[src/rtl/pipe_stage_reg.sv]
// Elastic pipeline stage register with flush, bubble output and a saturating stall counter.
// Define PIPE_STAGE_REG_SKID_EN for the 2-entry skid buffer with registered InReady.
module pipe_stage_reg #(
  parameter int unsigned          WIDTH  = 32,
  parameter logic [WIDTH-1:0]     BUBBLE = '0
) (
  input  logic             Clk,
  input  logic             Rst,
  input  logic             InValid,
  output logic             InReady,
  input  logic [WIDTH-1:0] InData,
  input  logic             Flush,
  output logic             OutValid,
  input  logic             OutReady,
  output logic [WIDTH-1:0] OutData,
  output logic [15:0]      StallCount
);

`ifdef PIPE_STAGE_REG_SKID_EN
  typedef enum logic [1:0] {EMPTY, ONE, TWO} state_t;
`else
  typedef enum logic {EMPTY, ONE} state_t;
`endif

  state_t           state, stateNext;
  logic [WIDTH-1:0] main, mainNext;
  logic             inXfer, outXfer;

`ifdef PIPE_STAGE_REG_SKID_EN
  logic [WIDTH-1:0] skid, skidNext;
  logic             inReadyQ;

  // Ready is a flop so OutReady never reaches InReady combinationally.
  assign InReady = inReadyQ;
`else
  assign InReady = !OutValid || OutReady;
`endif

  assign OutValid = (state != EMPTY);
  assign OutData  = OutValid ? main : BUBBLE;
  assign inXfer   = InValid && InReady;
  assign outXfer  = OutValid && OutReady;

  always_comb begin
    stateNext = state;
    mainNext  = main;
`ifdef PIPE_STAGE_REG_SKID_EN
    skidNext  = skid;
`endif
    case (state)
      EMPTY: begin
        if (inXfer) begin
          stateNext = ONE;
          mainNext  = InData;
        end
      end
      ONE: begin
        if (inXfer && outXfer) begin
          mainNext = InData;
`ifdef PIPE_STAGE_REG_SKID_EN
        end else if (inXfer) begin
          stateNext = TWO;
          skidNext  = InData;
`endif
        end else if (outXfer) begin
          stateNext = EMPTY;
        end
      end
`ifdef PIPE_STAGE_REG_SKID_EN
      TWO: begin
        if (outXfer) begin
          stateNext = ONE;
          mainNext  = skid;
        end
      end
`endif
      default: stateNext = EMPTY;
    endcase
    // Squash wins over any input offered in the same cycle.
    if (Flush) stateNext = EMPTY;
  end

  always_ff @(posedge Clk) begin
    if (Rst) begin
      state <= EMPTY;
      main  <= BUBBLE;
`ifdef PIPE_STAGE_REG_SKID_EN
      skid     <= BUBBLE;
      inReadyQ <= 1'b1;
`endif
    end else begin
      state <= stateNext;
      main  <= mainNext;
`ifdef PIPE_STAGE_REG_SKID_EN
      skid     <= skidNext;
      inReadyQ <= (stateNext != TWO);
`endif
    end
  end

  always_ff @(posedge Clk) begin
    if (Rst)
      StallCount <= '0;
    else if (OutValid && !OutReady && StallCount != 16'hFFFF)
      StallCount <= StallCount + 16'd1;
  end

endmodule
[config.mk]
export PLATFORM = sky130hd
export DESIGN_NAME = pipe_stage_reg
export DESIGN_NICKNAME = d
export VERILOG_FILES = /design/src/rtl/pipe_stage_reg.sv
export SDC_FILE = /design/constraint.sdc
export NUM_CORES = 1
export LEC_CHECK = 0
export BUFFER_PORTS_ARGS = -buffer_cell sky130_fd_sc_hd__buf_2
export CELL_PAD_IN_SITES_DETAIL_PLACEMENT = 0
export CELL_PAD_IN_SITES_GLOBAL_PLACEMENT = 1
export CORE_MARGIN = 2
export CORE_UTILIZATION = 36
export DETAILED_ROUTE_END_ITERATION = 8
export PLACE_DENSITY = 0.94
export SYNTH_ARGS = -nofsm -noshare
export SYNTH_HDL_FRONTEND = slang
export SYNTH_SLANG_ARGS = --single-unit
[constraint.sdc]
create_clock -name Clk -period 4.3 [get_ports Clk]
set_input_delay 0.215 -clock Clk [delete_from_list [all_inputs] [get_ports Clk]]
set_output_delay 0.215 -clock Clk [all_outputs]
set_load 0.05 [all_outputs]
==> impl.org, run 1 <==
** Critical path
- Crit Reg-Reg Startpoint :: OutValid$_SDFF_PP0_
- WP data arrival :: between 2 and 3 ns
- Along the worst path, the maximum fanout reaches 35.
- Traced cell by cell, the critical path runs through nand2b_1 > nand2_1 > nand2_1 > a21oi_1.
- STA classifies the critical path endpoint as a flop.
- Worst flop-to-flop path endpoint :: main[9]$_SDFFE_PP0P_
- Among all stages on the critical path, the largest delay is contributed by dfxtp_1.
- STA classifies the critical path startpoint as a flop.
- For the worst flop-to-flop path, the logic depth is 4.
- For this run, the slowest stage of the critical path takes about 0.94 ns.
- Setup Crit Path Kind :: reg -> reg
- The cell family contributing the most delay on the critical path is simple AND/OR/NAND/NOR gates.
- Setup slack on the worst reg-to-reg path comes out at 1.68 ns.
- Buffers and inverters on the worst path :: 0
- Data required, critical path :: 4.52 ns
- Among the stages of the critical path, the cell type that occurs most often is nand2_1.

** Global route
- Sum of overflow across all layers after global routing :: 0
- The first global-routing pass estimated between 8000 and 9000 µm of wire.
- Global routing consumed, over all layers together, between 10% and 20% of the routing resources.
- The via count of the first global-routing pass was about 1.8k.
- Entering global routing, the biggest net connects 51 pins.
- The initial antenna violation count came to 0.

** Min path
- Worst min-delay path startpoint :: Flush
- Worst Hold Depth :: 2
- The worst hold path terminates at OutValid$_SDFF_PP0_.
- The worst hold path belongs to the class in -> reg.

** Logic synthesis
- By count the netlist is led by nand2_1, dfxtp_1, a21oi_1, and2_1, clkbuf_1.
- After synthesis the cells add up to between 2000 and 2500 µm².
- After synthesis, the share of cell area in mux cells is 0.453%.
- FFs w/ async S/R, synth :: 0%
- Basic-gate share of the synthesized area counting and, or, nand and nor cells :: between 30% and 40%
- By area, the combinational part of the netlist is dominated by simple AND/OR/NAND/NOR gates.
- Seq cells post-synth :: 49
- Most area-consuming cells after synthesis :: dfxtp_1, nand2_1, a21oi_1, and2_1, o31ai_1
- After synthesis, the netlist uses 29 different library cells.
- Fraction of synthesized cell area taken by the top area cell type :: about 44%
- Number of warnings issued by yosys :: 0
- Total nets after synthesis :: roughly 320
- Post-synthesis compound-gate area fraction :: between 15 and 20%
- Yosys mapped a number of flops with a built-in enable equal to 0.
- Dominant register cell in the synthesized netlist :: dfxtp_1
- Synthesis produced between 200 and 300 cells.
- For this run, the register share of the synthesized area comes to 44.4%.
- The synthesized netlist devotes 0% of its cell area to XOR and XNOR gates.
- Dividing the synthesized area by the synthesized cell count gives between 7 and 8 µm².
- Most area-hungry cell type in the Yosys netlist :: dfxtp_1
- Of the total synthesized cell area, the portion taken by full adders, half adders and majority gates is 0.566%.
- Leading cell type by number of instances after synthesis :: nand2_1

** Clock network
- In this run the clock root is driven by a clkbuf_8.
- Skew-Pair Late Insertion Delay :: approximately 0.3 ns
- Clock Tree Buf Depth :: 2
- Number of hold buffers added after CTS :: 0
- Gates resized, CTS repair :: 0
- Number of buffers created by CTS :: 5
- TritonCTS built the clock tree.
- Post-CTS timing repair inserted 0 buffers for setup.
- H-tree lvl count :: 2
- The clock net in this run drives a total of 49 sinks.
- After clock tree synthesis, the clock-pin slew on the worst setup and hold paths is 0.08 ns.

** Place
- In this run the tool buffered the top-level ports with 86 buffer cells.
- After legalization and detailed placement, the total HPWL measured between 3000 and 4000 µm.
- Global placement routability congestion :: 0.781

** Drt
- Using the TritonRoute via totals, the vias-per-cell ratio works out to 4.92.
- Post-detailed-route wirelength per cell :: about 12 µm
- The first detailed-routing pass took 4 iterations.
- Antenna-violating nets left :: 0
- In the routed design, unresolved DRC markers number 0.
- Summed over all layers, the routed wires come to ~5200 µm.
- For this block, the via count after detailed routing is around 2.1k.
- After the first detailed-routing iteration, the DRC count stood at 117.

** Pwr
- In this run the power spent charging and discharging nets is about 220 µW.
- Pint :: between 600 and 700 µW
- Combinational logic burns approximately a tenth of the power.
- Of the total power, the share spent switching nets is between 20 and 30%.
- Static Leak :: between 1 and 1.5 nW
- In this run, flip-flops and latches consume 56.6% of the power.
- In this run, the clock network consumes 33.5% of the power.
- Total power consumption of the routed design :: about 850 µW
- Pwr Density :: 312 nW/µm²
- VDD sags by at most ~0.18 mV.

** Flow run
- The tool flagged a number of max-cap violations equal to 0.

** Floorplanning
- In this run the count of I/O pins placed on the die edge is a little under 90.
- Vertical die dimension :: about 82 µm
- Width of the chip :: between 80 and 90 µm
- In this run the standard cell core region covers 5920 µm².
- The floorplan step defined a die boundary enclosing about 6800 µm².
- The floorplan has 28 rows.
- For this configuration, the core starts out at a cell density of a little under two fifths.

** Timing
- Post-route fraction of the period consumed by the critical path :: between 60% and 70%
- Setup violations remaining at the end of the flow were counted as 0.
- At the pin with the least slew margin, the transition time is roughly 1.2 ns.
- Worst hold slack :: ~0.075 ns
- Remaining max-slew budget at the tightest pin :: 23.1%
- Final setup skew :: 0.0111 ns
- Number of pins with negative max-slew slack in the final report :: 0
- Achievable frequency :: around 380 MHz
- Setup repair after global routing left no endpoint under its margin.
- Post-route setup TNS :: 0 ns
- Final number of hold-violating endpoints :: 0
- For the finished layout, the period the worst path requires is 2.62 ns.

** Outcome
- Result of the run :: completed

** Layout
- Cells with a size suffix above 1 make up 28.7% of the layout.
- Area grow syn2layout :: 23.7%
- The final layout contains around 390 nets.
- Diodes inserted :: 0
-- per-layer routing --
layer  share of wire [%]  global-route usage (%)
met4                 1.6                    5.50
met3                 6.2                    3.37
met5                   0                       0
met2                  46                    25.4
met1                  46                    20.6
-- cells by family after synthesis --
kind of cell / Yosys count
AOI/OAI and AO/OA: 64
adders and majority gates: 1
buffers and inverters: 23
DFF: 49
muxes: 1
and+or+nand+nor: 140
-- area by class of cell --
class,instances,area [µm²]
inverters,3,11.3
multi-input cells,206,1120
well taps,75,93.8
flip-flops and latches,49,981
clock inverters,2,13.8
repair buffers,86,430
fillers,622,3190
clock buffers,6,82.6
-- cell usage in the layout (no fill, tap or decap) --
cell type	instances
buf_2	86
nand2_1	71
dfxtp_1	49
a21oi_1	46
and2_1	31
o31ai_1	10
or4_1	10
nand4_1	6
clkbuf_8	6
o21ai_0	4
nand3_1	4
nand2b_1	3
inv_1	3
nor2_1	3
and2_2	2
and4_1	2
or3_1	2
a211oi_1	2
nor4_2	2
o211ai_1	1
and4b_1	1
nand3_4	1
o41ai_2	1
or3_2	1
nor3_1	1
mux2i_1	1
ha_1	1
clkinv_4	1
clkinv_2	1
-- worst max-delay path by stage --
stage                                    start                     endpoint  slack (ns)  cells after the start
finish                     OutValid$_SDFF_PP0_         main[9]$_SDFFE_PP0P_        1.68                      4
global route               OutValid$_SDFF_PP0_         main[9]$_SDFFE_PP0P_        1.26                      4
CTS                        OutValid$_SDFF_PP0_         main[9]$_SDFFE_PP0P_        1.63                      4
detailed placement         OutValid$_SDFF_PP0_         main[9]$_SDFFE_PP0P_        1.65                      4
global placement           OutValid$_SDFF_PP0_        main[30]$_SDFFE_PP0P_        1.77                      4
floorplan           StallCount[1]$_SDFFE_PP0P_  StallCount[11]$_SDFFE_PP0P_        2.26                      6
-- state kept, by name, indices dropped and copies added, names as in the netlist --
| register | cells |
|---|---|
| OutValid | 1 |
| StallCount | 16 |
| main | 32 |
-- metrics by stage --
stage / utilization [%] / instances / worst slack, ns / area [µm²]
after floorplan: - / 278 / 2.26 / 2210
after global placement: 44.5 / 419 / 1.77 / 2640
after detailed placement: 44.5 / 419 / 1.65 / 2640
after CTS: 46.2 / 427 / 1.63 / 2730
after global routing: 46.2 / 427 / 1.26 / 2730
final: 46.2 / 427 / 1.68 / 2730
-- power by group through the flow --
stage | combinational [mW] | clock, mW | sequential (mW)
finish | 0.0848 | 0.285 | 0.482
global route | 0.0953 | 0.313 | 0.485
CTS | 0.0863 | 0.297 | 0.482
detailed placement | 0.0862 | 0 | 0.493
global placement | 0.0847 | 0 | 0.492
floorplan | 0.0574 | 0 | 0.491
(Power assumes the default switching activity.)
==> inputs of run 2 (changes only) <==
CORE_UTILIZATION = 34   (was 36)
PLACE_DENSITY = 0.9   (was 0.94)
clock period = 2.73 ns   (was 4.3 ns; I/O delays follow)
==> impl.org, run 2 (synthesis gave the netlist of run 1 again) <==
** Clock network
- The number of gates resized after CTS was 0.
- Skew-Pair Late Insertion Delay :: a little under 0.3 ns
- CTS sink count :: 49
- Number of buffers created by CTS :: 5
- CTS built an H-tree with a depth of 2.
- Clock Tree Buf Depth :: 2
- Clock Tree Root :: clkbuf_8
- Post-CTS setup buffer count :: 0
- CTS tree :: done
- Clock-pin slew reported for the worst setup and hold paths after clock tree synthesis :: roughly 0.090 ns

** Floorplanning
- Floorplan row count :: 29
- The initial utilization of the core area, before any placement, comes to a little over a third.
- a little under 90 I/O pins were placed.
- Width of the chip :: around 85 µm
- The floorplan step set the die height to around 85 µm.
- The die covers between 7000 and 8000 µm².
- Core region area :: approximately 6300 µm²

** Timing
- Final number of hold-violating endpoints :: 0
- Number of setup violations in the final report :: 0
- Post-route setup TNS :: 0 ns
- Achievable frequency :: 500 MHz
- Setup repair after global routing left no endpoint under its margin.
- Counting I/O delays and the setup requirement, the final critical path takes about 2 ns.
- Least-Margin Pin Slew :: between 1 and 1.5 ns
- Number of pins with negative max-slew slack in the final report :: 0
- Final setup skew :: between 0.004 and 0.005 ns
- Measured against its own limit, the worst slew margin works out to 24.7%.
- Post-route fraction of the period consumed by the critical path :: 73.3%

** Pwr
- In this run the power density over the cells is about 500 nW/µm².
- In this run the static leakage power is between 1 and 1.5 nW.
- Worst voltage drop across the vdd grid :: 0.229 mV
- Total power consumption of the routed design :: about 1.4 mW

** Min path
- Type of the tightest min-delay check :: in -> reg
- Worst Hold Depth :: 3
- Worst min-delay path startpoint :: InData[20]

** Layout
- The final layout contains 392 nets.
- Area grow syn2layout :: 25.8%
- Final standard cell utilization of the core :: between 40% and 50%
- The top cell types in the final layout, fill and taps aside, are buf_2, nand2_1, dfxtp_1.
- Layout cell share with drive strength beyond 1 :: between 20% and 30%
- Leaving out fill and tap cells, the most frequent cell in the layout is buf_2.
- Counting the fill cells in the layout gives ~690.
- Register with the highest flop count :: main
- Flip-flop count of the largest register, all copies and words added :: 32
- Diodes inserted :: 0

** Critical path
- On the worst path, the slowest cell contributes a delay of ~0.54 ns.
- Along the worst path, the maximum fanout reaches 9.
- Type of destination of the critical path :: flop
- Crit Reg-Reg Startpoint :: StallCount[0]$_SDFFE_PP0P_
- For this design, the slowest cell found on the critical path is nor4_2.
- Data required, critical path :: roughly 2.9 ns
- Critical Path Start Type :: flop
- Worst setup path startpoint :: StallCount[0]$_SDFFE_PP0P_
- Number of cells on the worst reg-to-reg path :: 5
- Critical-path cell list :: ha_1 > nand3_1 > nor4_2 > or4_1 > a21oi_1
- STA puts the critical path data arrival time at ~2.1 ns.
- The worst setup path is of the reg -> reg kind.

** Global route
- Global-route layer with the greatest usage :: met2
- Met2 layer usage reported by global route :: 24.6%
- Met1 Usage GRT :: roughly a fifth
- Entering global routing, the biggest net connects ~50 pins.
- The via count of the first global-routing pass came to 1,926.
- Global-route usage over all layers :: between 10% and 20%
- The initial antenna violation count is 0.
- The first global-routing pass estimated about 9200 µm of wire.
- Met3 capacity usage during global routing :: between 4 and 5%
- Sum of overflow across all layers after global routing :: 0

** Drt
- The detail route stage leaves a number of antenna-violating nets equal to 0.
- Dividing the detail-routed wire length by the instance count gives 12.8 µm.
- For this run, the detailed router's first-pass iteration total came to 4.
- The routed layout has 2,156 vias.
- DR vias/cell :: 4.99
- Total Wirelength :: ~5500 µm
- In the routed design, unresolved DRC markers number 0.
- In this run, the number of DRC markers left after iteration 0 of detailed routing was 75.

** Outcome
- Result of the run :: completed

** Place
- Input and output buffers added on the ports amount to 86.
- Global placement routability congestion :: slightly below 0.8
- Once detailed placement completed, the half-perimeter wirelength came to ~3800 µm.

** Flow run
- Total of max-cap violations :: 0
[run 2: where the power goes]
| group | total (mW) | internal (mW) | switching (mW) |
|---|---|---|---|
| logic | 0.142 | 0.0493 | 0.0922 |
| registers | 0.756 | 0.742 | 0.0134 |
| clock network | 0.531 | 0.299 | 0.232 |
[run 2: critical path, delay by kind of cell (launching register included)]
family | cells | cell delay [ns]
and+or+nand+nor | 3 | 0.93
AOI/OAI and AO/OA | 1 | 0.06
DFF | 1 | 0.49
adders and majority gates | 1 | 0.36
[run 2: repair_timing]
item,4_1_cts,5_1_grt
hold buffers,1,0
endpoints found under the hold margin,1,0
setup endpoints to repair,0,0
[run 2: per-layer routing]
metal / up-vias / wire (µm)
li1: 1104 / -
met2: 56 / 2550
met1: 988 / 2540
met3: 8 / 318
met5: - / 0
met4: 0 / 106
[run 2: path summary, 6_finish.rpt]
check	end	slack [ns]
worst max-delay path	StallCount[6]$_SDFFE_PP0P_	0.73
worst min-delay path	main[20]$_SDFFE_PP0P_	0.07
worst max register to register	StallCount[6]$_SDFFE_PP0P_	0.73
worst min register to register	main[4]$_SDFFE_PP0P_	0.45
[run 2: layout make-up]
type / instances / area [µm²] / area share, %
multi-input cells: 206 / 1120 / 40.3
flip-flops and latches: 49 / 981 / 35.3
repair buffers: 89 / 455 / 16.4
well taps: 77 / 96.3 / 3.47
clock buffers: 7 / 86.3 / 3.11
clock inverters: 1 / 30.0 / 1.08
inverters: 3 / 11.3 / 0.405
[run 2: per-stage QoR]
stage                     cells  hold WS (ns)  setup WS [ns]  area [µm²]
after global placement      423         0.305          0.716        2650
after detailed placement    423         0.318          0.678        2650
final                       432        0.0674          0.730        2780
after global routing        432        0.0595          0.434        2780
after floorplan             278         0.209          0.692        2210
after CTS                   432        0.0549          0.669        2780
==> inputs of run 3 (changes only) <==
clock period = 2 ns   (was 2.73 ns; I/O delays follow)
==> impl.org, run 3 (synthesis gave the netlist of run 1 again) <==
** Layout
- Filler Cell Count :: about 700
- Summing all flip-flop and latch instances after layout gives 983 µm².
- Cells fill between 40% and 50% of the core in the end.
- The post-route netlist has a little over 30% of its cells at a drive strength greater than 1.
- The area growth from synthesis to layout is 26.6%.
- Register with the highest flop count :: main
- Summing all multi-input logic gate instances after layout gives approximately 1100 µm².
- The final layout contains 398 nets.
- The number of antenna diodes in the final layout is 0.
- Non-filler cells in the finished layout :: approximately 440
- The library cells used most frequently in the layout, excluding fill and tap cells, are buf_2, nand2_1, dfxtp_1.
- The register with the most flip-flops in the layout has 32 of them.
- Summing all non-filler instances in the final layout gives an area of about 2800 µm².
- Commonest non-fill, non-tap cell in the layout :: buf_2

** Pwr
- Static Leak :: 1.22 nW
- For this design the ratio of total power to cell area is around 640 nW/µm².
- Worst voltage drop across the vdd grid :: 0.305 mV
- Power comes to roughly 1.8 mW.

** Clock network
- H-tree lvl count :: 2
- TritonCTS created 5 clock buffers.
- The cell sitting at the root of the clock tree is a clkbuf_8.
- The later pin in the worst-skew pair is clocked with a latency of 0.30 ns.
- CTS saw a little under 50 sinks.
- Gates resized, CTS repair :: 0
- Clock Tree Buf Depth :: 2
- CTS tree :: done
- Post-CTS setup buffer count :: 0
- Clock-pin slew was measured on the worst setup and hold paths at approximately 0.10 ns.

** Drt
- Post-detailed-route wirelength per cell :: about 13 µm
- Iteration-0 DRC Markers :: 115
- The first detailed-routing pass ran for 4 iterations.
- Total Wirelength :: 5600 µm
- In this run the remaining antenna-violating nets after routing total 0.
- Detailed routing inserted a total of 2,202 vias.
- Remaining design rule violation count :: 0
- DR vias/cell :: ~5

** Global route
- The initial antenna violation count was 0.
- Entering global routing, the biggest net connects 37 pins.
- Sum of overflow across all layers after global routing :: 0
- Global-route usage over all layers :: roughly 16%
- Vias in the first global route :: roughly 2.1k
- The first global-routing pass estimated between 9000 and 10,000 µm of wire.

** Critical path
- WP data arrival :: between 2 and 2.5 ns
- Of all nets on the critical path, the largest fanout is 8.
- Critical Path Start Type :: flop
- Number of cells on the worst reg-to-reg path :: 5
- Data on the critical path is required at its endpoint by about 2.2 ns.
- STA classifies the critical path endpoint as a flop.
- The critical path is of the reg -> reg type.

** Timing
- The total count of hold-check failures in the final report was 0.
- Final setup skew :: around 0.014 ns
- Once routing completed, OpenROAD measured the worst setup slack at about 0.19 ns.
- Subtracting the final worst setup slack from the clock period gives 1.81 ns.
- For the pin with the worst max-slew slack, the measured transition is about 0.67 ns.
- Achievable frequency :: 554 MHz
- Post-route fraction of the period consumed by the critical path :: about nine tenths
- Setup repair after global routing missed its margin :: no
- Worst hold slack :: between 0.02 and 0.03 ns
- Post-route setup TNS :: 0 ns
- Number of pins with negative max-slew slack in the final report :: 0
- Setup violations remaining at the end of the flow were counted as 0.
- Remaining max-slew budget at the tightest pin :: a little under three fifths

** Min path
- Worst Hold Depth :: 3
- The worst hold path belongs to the class in -> reg.

** Floorplanning
- Width of the chip :: approximately 85 µm
- The die covers between 7000 and 8000 µm².
- Vertical die dimension :: 84.6 µm
- Floorplan row count :: 29
- In this run the standard cell core region covers between 6000 and 7000 µm².
- Once the floorplan was initialized, standard cells occupied 35.0% of the core.
- Num ports :: just under 90

** Outcome
- Result of the run :: completed

** Flow run
- Total of max-cap violations :: 0

** Place
- Post-detailed-placement half-perimeter wirelength :: a little under 4000 µm
- Timing analysis after detailed placement gives a worst setup slack of around 0.24 ns.
- Global placement routability congestion :: around 0.81
- Placed Instance Area :: 2700 µm²
- The number of placed instances, taps included, is between 400 and 500.
- During placement, the flow inserted port buffers numbering 86.
## run 3: cell count changes in the layout (fill, tap and decap cells not counted), moves of 2 or more
cell and change:
buf_4 +6, clkinv_2 +2, dfxtp_1 -2, dfxtp_2 +2
## run 3: critical path, cell delays in order, from the launching register on
cell and delay [ns]:
dfxtp_2 0.36, ha_1 0.30, nand2_1 0.16, o211ai_1 0.20, or4_1 0.56, a21oi_1 0.16
## run 3: final timing paths
path                                    from                           to  slack [ns]
hold reg to reg        main[27]$_SDFFE_PP0P_        main[27]$_SDFFE_PP0P_        0.45
setup / recovery  StallCount[0]$_SDFFE_PP0P_  StallCount[13]$_SDFFE_PP0P_        0.19
setup reg to reg  StallCount[0]$_SDFFE_PP0P_  StallCount[13]$_SDFFE_PP0P_        0.19
hold / removal                    InData[16]        main[16]$_SDFFE_PP0P_        0.03
## run 3: layout make-up
type	instances	share of cell area [%]
Clock buffer	5	2.46
Timing Repair Buffer	95	17.9
Multi-Input combinational cell	206	40.0
Tap cell	77	3.44
Sequential cell	49	35.2
Clock inverter	3	0.626
Inverter	3	0.403
## run 3: repair_timing
| action | in CTS | in global routing |
|---|---|---|
| setup endpoints to repair | 0 | 0 |
| hold buffers | 1 | 0 |
| hold endpoints to repair | 1 | 0 |
## run 3: where the power goes
group	total [mW]	switching [mW]	internal (mW)
Clock	0.570	0.328	0.242
Sequential	1.03	0.0160	1.01
Combinational	0.200	0.128	0.0724
## run 3: routing by layer
| metal | vias up | wire (µm) | track usage (%) |
|---|---|---|---|
| li1 | 1118 | - | - |
| met2 | 53 | 2700 | 27.8 |
| met3 | 6 | 254 | 3.34 |
| met5 | - | 0 | 0 |
| met1 | 1025 | 2590 | 20.4 |
| met4 | 0 | 62 | 5.63 |
